$ cat config.mk
export PLATFORM = sky130hd
export DESIGN_NAME = fsm_rx
export DESIGN_NICKNAME = d
export VERILOG_FILES = /design/src/rtl/fsm_rx.sv
export SDC_FILE = /design/constraint.sdc
export NUM_CORES = 1
export LEC_CHECK = 0
export ABC_AREA = 1
export ABC_CLOCK_PERIOD_IN_PS = 1560
export CAP_MARGIN = 20
export CORE_ASPECT_RATIO = 1.25
export CORE_MARGIN = 3
export CORE_UTILIZATION = 40
export DETAILED_ROUTE_END_ITERATION = 10
export PLACE_DENSITY = 0.73
export SLEW_MARGIN = 5
export SYNTH_ARGS = -nofsm -noshare
export SYNTH_HDL_FRONTEND = slang
export SYNTH_SLANG_ARGS = --single-unit
$ cat constraint.sdc
create_clock -name clk -period 1.56 [get_ports clk]
set_input_delay 0.156 -clock clk [delete_from_list [all_inputs] [get_ports clk]]
set_output_delay 0.156 -clock clk [all_outputs]
set_load 0.01 [all_outputs]
$ cat src/rtl/fsm_rx.sv
// fsm_rx -- serial receiver for the one-bit-per-clock link driven by the `fsm`
// transmitter. It waits for a start bit, shifts in DATA_BITS data bits LSB
// first, then checks the stop bit. A good frame updates `data` and pulses
// `valid`. A bad frame pulses `frame_err` and bumps a saturating error count.
//
// Ports:
//   clk        system clock; every sample is taken on the rising edge
//   rst        asynchronous, active-low reset; clears all state immediately
//   rxd        serial line, synchronous to clk
//              (idle 0, start 1, data LSB first, stop 0)
//   data       last good received word; held until the next good frame
//   valid      one-cycle strobe: data was just updated by a good frame
//   frame_err  one-cycle strobe: the stop bit was sampled as 1
//   busy       high while a frame is in progress (DATA and STOP)
//   err_cnt    framing error count; saturates at 255
//   state_dbg  current FSM state, for debug and checker binding
//              (0 IDLE, 1 DATA, 2 STOP, 3 RESYNC)
//
// Strobe semantics: there is no ready/backpressure.
// - `valid` is high for exactly one cycle, and `data` is stable and meaningful
//   in that cycle (and after it, until the next good frame).
// - `frame_err` is high for exactly one cycle, and never together with `valid`.
// - A consumer that misses a strobe loses that event.
module fsm_rx #(
    parameter int DATA_BITS = 8
) (
    input  logic                 clk,
    input  logic                 rst,
    input  logic                 rxd,
    output logic [DATA_BITS-1:0] data,
    output logic                 valid,
    output logic                 frame_err,
    output logic                 busy,
    output logic [7:0]           err_cnt,
    output logic [1:0]           state_dbg
);

    localparam int CNT_W = (DATA_BITS > 1) ? $clog2(DATA_BITS) : 1;
    localparam logic [CNT_W-1:0] LAST_BIT = CNT_W'(DATA_BITS - 1);

    typedef enum logic [1:0] {
        IDLE   = 2'd0,
        DATA   = 2'd1,
        STOP   = 2'd2,
        RESYNC = 2'd3
    } state_t;

    state_t               state;
    logic [DATA_BITS-1:0] shreg;
    logic [CNT_W-1:0]     bit_cnt;

    assign state_dbg = state;

    always_ff @(posedge clk or negedge rst) begin
        if (!rst) begin
            state     <= IDLE;
            shreg     <= '0;
            bit_cnt   <= '0;
            data      <= '0;
            valid     <= 1'b0;
            frame_err <= 1'b0;
            busy      <= 1'b0;
            err_cnt   <= 8'd0;
        end else begin
            // Both strobes default low, so each one lasts exactly one cycle.
            valid     <= 1'b0;
            frame_err <= 1'b0;
            case (state)
                IDLE: begin
                    if (rxd) begin
                        bit_cnt <= '0;
                        busy    <= 1'b1;
                        state   <= DATA;
                    end
                end
                DATA: begin
                    shreg[bit_cnt] <= rxd;
                    bit_cnt        <= bit_cnt + CNT_W'(1);
                    if (bit_cnt == LAST_BIT) begin
                        state <= STOP;
                    end
                end
                STOP: begin
                    busy <= 1'b0;
                    if (!rxd) begin
                        data  <= shreg;
                        valid <= 1'b1;
                        state <= IDLE;
                    end else begin
                        frame_err <= 1'b1;
                        if (err_cnt != 8'hFF) begin
                            err_cnt <= err_cnt + 8'd1;
                        end
                        // A line stuck at 1 must not look like a fresh start
                        // bit, so wait here for it to return to idle.
                        state <= RESYNC;
                    end
                end
                RESYNC: begin
                    if (!rxd) begin
                        state <= IDLE;
                    end
                end
                default: state <= IDLE;
            endcase
        end
    end

endmodule

Word-level counts from Yosys, hierarchy flattened
Index checks and enable logic that the tools add are counted.
Operators by class
  $add $sub $neg: 2
  $lt $le $gt $ge: 2
  eq/ne operators: 8
  multiplexer cells: 16
  bitwise operators: 1
  reduce and logical (&&, ||, !) cells: 9
Operators by type and width (number)
  $add 8x1->8 const B: 1
  $bwmux 8: 1
  $mux 2: 4
  $ne 8x8->1 const B: 1
  $pmux 2 s4: 1
  $mux 1: 6
  $ne 2x2->1 const B: 3
  $pmux 3 s2: 1
  $reduce_and 2->1: 3
  $reduce_and 3->1: 2
  $eq 2x2->1 const B: 2
  $lt 3x4->1 const B: 1
  $reduce_bool 2->1: 2
  $add 3x1->3 const B: 1
  $demux 1 s3: 1
  $eq 3x3->1 const B: 1
  $ge 3x1->1 const B: 1
  $mux 3: 1
  $eq 2x1->1 const B: 1
  $logic_not 2->1: 1
  $pmux 1 s2: 1
  $logic_and 1x1->1: 1
  $not 1->1: 1
Word-level totals
  register bits after elaboration: 32
  input bits: 3
  output and inout port bits: 21

Longest topological paths before layout
Gate-level depths: netlist of the first run.
  depth after elaboration: 5
  mapped depth: 8
  gate-level depth less buffers: 8

Worst setup path before layout of the first run
No wires, ideal clock.
  path type: reg-to-reg
  from: register err_cnt[1]
  to: register err_cnt[4]
  library setup time: 0.116 ns
  arrival time: 1.145 ns
  data required time: 1.444 ns
  setup slack: 0.298 ns
  stages on the path, launching flop included: 9
  cells stage by stage: dfrtp_1 -> ha_1 -> nand2_2 -> nor2_4 -> nand2_4 -> nand2_8 -> inv_4 -> nand2_1 -> nand2_1
Between the ends
  word-level cells in the longest chain between the ends: 2
  elaborated cells between the ends (all ways): 3
  those cells by class: 1 x add/sub; 1 x eq/ne; 1 x reduce/logical
Ends and longest elaborated chain
  start: declaration: line 34  | output logic [7:0] err_cnt,
  start signal: assignment: line 92  | err_cnt <= err_cnt + 8'd1;
  branches (longest 2 deep; another with $add 8x1->8)
Parallel ways; which one is timed is not known.
A chain may end at the register's enable or synchronous reset.

Worst setup path in the final report of the first run
  from: register err_cnt[2]
  to: output err_cnt[2]
No word-level cell between the ends.

==> results.yml, run 1 <==
clock_network:
  hold_buffers: 0
  clock_sinks: 32
  cts_tree: "yes"
  cts_made_buffers: 5
  clockRootBuffer: "clkbuf_8"
  clock_path_buffers: 2
  cts_setup_buffers: 0
  htree_levels: 2
  clk_latency_ns: 0.28
  post_cts_resized: 0
  cts.reportedPaths.clkPinSlew_ns: 0.06
timing:
  drv_slew: 0
  finalHoldViolations: 0
  period_minus_slack_ns: 1.46
  maxSlewHeadroom_pct: 73.7
  clock_skew_ns: 0.00468
  finalSetupViolCount: 0
  fmaxAchievable_ghz: 0.684
  tns_ns: 0
  max_slew.worst_pin.slew_ns: 0.395
  finalCritPeriodShare_pct: 93.7
  rsz0062_at_grt: "no"
yosys:
  ys_types: 23
  synth.area.top_cells: "dfrtp_1 54%, nand2_1 17%, o21ai_1 4.1%"
  synth_common_cells: "67 x nand2_1, 32 x dfrtp_1, 12 x o21ai_1"
  yosys_most_used_dff: "dfrtp_1"
  syn-instance-count: 171
  yosysWarnings: 0
  async_flop_share_pct: 100
  ys_seq_area_share_pct: 54.5
  synth_fp_nets: 177
  yosysMostFrequentCell: "nand2_1"
  synth_top_area_cell: "dfrtp_1"
  syn_area_um2: 1470
  synth-edff-count: 0
  synth_top_area_share_pct: 54.5
  syn_avg_cell_area_um2: 8.60
  ys_ff_latch: 32
power:
  ir_worst_vdd_mv: 0.941
  leakage_uw: 0.000910
  powerDensity_nw_per_um2: 1660
  fin_total_pwr_uw: 3050
final_layout:
  final_cells: 241
  final_util_pct: 52.4
  fin_nets: 207
  num_antenna_cells: 0
  syn_to_final_growth_pct: 25.1
  drive_gt1_share_pct: 11.4
placed_design:
  place_hpwl_um: 1950
  place.gp.congestion: 0.761
  place_inst: 233
  portBuffers: 23
worst_setup_path:
  cp_top_family: "buffers and inverters"
  critPathArrivalTime_ns: 1.31
  slowest_delay_ns: 0.58
  cp-end-kind: "primary output"
  critPathLaunchType: "register"
  critPathBufInv: 1
  crit_fanout: 6
  worstSetupPathType: "register to primary output"
  crit_path_cell_trace: "clkdlybuf4s50_1"
  critPathSlowestCell: "clkdlybuf4s50_1"
  required_ns: 1.40
run_status:
  status: "complete, no violations"
drt:
  ant_nets: 0
  routedWlPerCell_um: 11.0
  totalWireLength_um: 2650
  drt_iter0_markers: 13
  via_per_inst: 4.75
  firstDrtPassIters: 4
  num_vias: 1144
  drcViolationCount: 0
grt:
  grtUsageTotal_pct: 14.2
  antenna_found_initial: 0
  grt_max_degree: 33
  grt_first_pass_wirelength_um: 4740
  grt_pass1_vias: 1037
  overflow: 0
floorplan:
  num_rows: 24
  start_util_pct: 41.8
  die_area_um2: 4440
  core_um2: 3510
  dieWidth_um: 60.2
  die_height_um: 73.8
  ios: 24
hold_path:
  hp-class: "input pin to async pin"
run:
  maxCapViolCount: 0
==> report_power, final <==
group / internal, uW / total (uW) / switching (uW) / leakage (uW)
logic: 514 / 1080 / 565 / 0.000457
clock network: 359 / 633 / 274 / 0.0000455
registers: 1130 / 1340 / 217 / 0.000407
total: 2000 / 3050 / 1060 / 0.000910
==> through the flow <==
step	area [um^2]	hold WS (ns)	setup slack (ns)
2_1_floorplan	1470	-0.140	0.298
3_3_place_gp	1750	0.460	0.141
3_5_place_dp	1750	0.462	0.108
4_1_cts	1840	0.276	0.0743
5_1_grt	1840	0.318	0.0578
6_report	1840	0.264	0.0983
==> cell usage in the layout (no fill, tap or decap), drive strengths merged <==
cell,count
o21ai,15
buf,1
nand2,73
a21oi,1
nand3b,1
inv,18
dfrtp,32
nand4,1
xor2,2
clkdlybuf4s50,23
clkbuf,8
o22ai,1
nand3,9
xnor2,1
nor2,13
ha,3
==> sequential cells by signal, indices dropped and copies added, names as in the netlist <==
register	cells
frame_err	1
busy	1
data	8
shreg	8
valid	1
err_cnt	8
state_dbg	2
bit_cnt	3
==> path summary, 6_finish.rpt <==
| path | from | endpoint | slack [ns] | cells after the start |
|---|---|---|---|---|
| max | err_cnt[2] | err_cnt[2] | 0.1 | 1 |
| min | rst | data[1] | 0.26 | 2 |
| max reg2reg | err_cnt[0] | err_cnt[7] | 0.23 | 8 |
| min reg2reg | shreg[2] | data[2] | 0.47 | 2 |
| max in group asynchronous | rst | bit_cnt[0] | 1.01 | 2 |
| min in group clk | shreg[2] | data[2] | 0.47 | 2 |
==> layer usage <==
metal  vias to the layer above  track usage, %  part of all wire [%]  wire (um)
met1                       520            19.3                    48       1270
met3                         7            4.22                   3.3         88
li1                        597               -                     -          -
met4                         0            5.91                   2.0         53
met5                         -               0                     0          0
met2                        20            20.8                    47       1240
==> kinds of logic (layout without fill, tap and decap cells) <==
group,after synthesis,count (layout),share of synthesized area (%)
compound gates,17,17,5.87
xor+xnor,3,3,1.79
fa+ha+maj,3,3,2.55
buf+inv,19,50,5.28
flops,32,32,54.5
simple gates,97,97,30.0
==> final cells by class <==
class	count	area, um^2
clock buffer	8	90.1
fill	324	1670
inverter	18	70.1
multi-input combinational	120	592
sequential	32	801
tap	39	48.8
timing repair buffer	24	238
Note: power is estimated with default switching activity, not from simulation.
==> run 2: changes to the inputs <==
CORE_UTILIZATION = 35   (was 40)
PLACE_DENSITY = 0.66   (was 0.73)
==> run 2 against run 1 <==
Effect of this change: non-clock buffer count did not move; design area rose by 2.2%; critical path depth did not move; sequential power barely moved; combinational power barely moved; wire length rose by 2.6%; global-route usage fell by 2.0 points; highest routed layer unchanged.
==> results.yml, run 2 (synthesis results as in run 1) <==
final_layout:
  num_antenna_cells: 0
  drive_gt1_share_pct: 12.4
  fin_nets: 207
  layout_commonest_cell: "nand2_1"
  reg_top3: "data (8), err_cnt (8), shreg (8)"
  final_cell_mix: "67 x nand2_1, 32 x dfrtp_1, 23 x clkdlybuf4s50_1"
  syn_to_final_growth_pct: 27.8
  fillCellCount: 373
worst_setup_path:
  critPathArrivalTime_ns: 1.31
  cp-end-kind: "primary output"
  reg2reg_depth: 8
  cp.depth: 1
  crit_path_cell_trace: "clkdlybuf4s50_1"
  slowest_delay_ns: 0.58
  required_ns: 1.40
  crit_fanout: 6
  critPathLaunchType: "register"
  critPathSlowestCell: "clkdlybuf4s50_1"
  worstSetupPathType: "register to primary output"
  cp_top_family: "buffers and inverters"
  critPathBufInv: 1
clock_network:
  cts_tree: "yes"
  cts_made_buffers: 5
  cts.reportedPaths.clkPinSlew_ns: 0.07
  clock_path_buffers: 2
  post_cts_resized: 0
  htree_levels: 2
  clock_sinks: 32
  clockRootBuffer: "clkbuf_8"
  hold_buffers: 0
  cts_setup_buffers: 0
  clk_latency_ns: 0.28
drt:
  via_per_inst: 4.26
  routedWlPerCell_um: 10.6
  ant_nets: 0
  totalWireLength_um: 2720
  num_vias: 1090
  drt_iter0_markers: 54
  firstDrtPassIters: 4
  drcViolationCount: 0
grt:
  grtUsageTotal_pct: 12.2
  grt_max_degree: 33
  grt_pass1_vias: 1053
  grt_first_pass_wirelength_um: 4710
  antenna_found_initial: 0
  overflow: 0
placed_design:
  place_hpwl_um: 2030
  place.gp.congestion: 0.736
  portBuffers: 23
  dp_worst_setup_slack_ns: 0.126
timing:
  drv_slew: 0
  finalSetupViolCount: 0
  max_slew.worst_pin.slew_ns: 0.387
  finalHoldViolations: 0
  period_minus_slack_ns: 1.47
  clock_skew_ns: 0.00210
  finalCritPeriodShare_pct: 94.2
  maxSlewHeadroom_pct: 74.2
  setup_ws_ns: 0.0901
  rsz0062_at_grt: "no"
  tns_ns: 0
  fmaxAchievable_ghz: 0.680
  holdWs_ns: 0.262
floorplan:
  die_height_um: 78.5
  num_rows: 25
  start_util_pct: 37.6
  die_area_um2: 5020
  core_um2: 3910
  ios: 24
  dieWidth_um: 64.0
power:
  ir_worst_vdd_mv: 0.787
  leakage_uw: 0.000918
  powerDensity_nw_per_um2: 1700
  fin_total_pwr_uw: 3200
hold_path:
  hp-class: "input pin to async pin"
run:
  maxCapViolCount: 0
run_status:
  status: "complete, no violations"
run 2: changes by cell type in the layout (fill, tap and decap cells not counted), sizes merged:
cell,previous run,this run
bufinv,0,1
clkbuf,8,5
clkinv,0,1
clkinvlp,0,1
run 2: final timing paths:
kind                            slack, ns  startpoint    endpoint
worst max-delay path                 0.09  err_cnt[2]  err_cnt[2]
max in group asynchronous            1.02         rst    shreg[2]
worst min-delay path                 0.26         rst  err_cnt[3]
worst max register to register       0.23  err_cnt[1]  err_cnt[6]
worst min register to register       0.48     data[2]     data[2]
min in group clk                     0.48     data[2]     data[2]
run 2: cell type report:
type	instances	area (um^2)	share of cell area, %
timing repair buffer	24	238	12.6
tap	54	67.6	3.60
multi-input combinational	120	592	31.5
clock inverter	3	42.5	2.26
clock buffer	5	68.8	3.66
inverter	18	70.1	3.73
sequential	32	801	42.6
run 2: layer usage:
layer  up-vias  share of wire [%]  GRT usage (%)
met1       475                 49           15.3
met2        17                 46           18.8
met5         -                  0              0
met4         0                2.1           6.26
met3         5                3.4           3.72
li1        593                  -              -
run 2: through the flow:
step / utilization [%] / cell area, um^2 / cells
after floorplan: - / 1470 / 171
after global placement: 45.2 / 1770 / 248
after detailed placement: 45.2 / 1770 / 248
after CTS: 48.1 / 1880 / 256
after global routing: 48.1 / 1880 / 256
final: 48.1 / 1880 / 256
run 2: where the power goes:
part           internal, uW  switching, uW
Combinational           513            563
Clock                   472            308
Sequential             1130            221
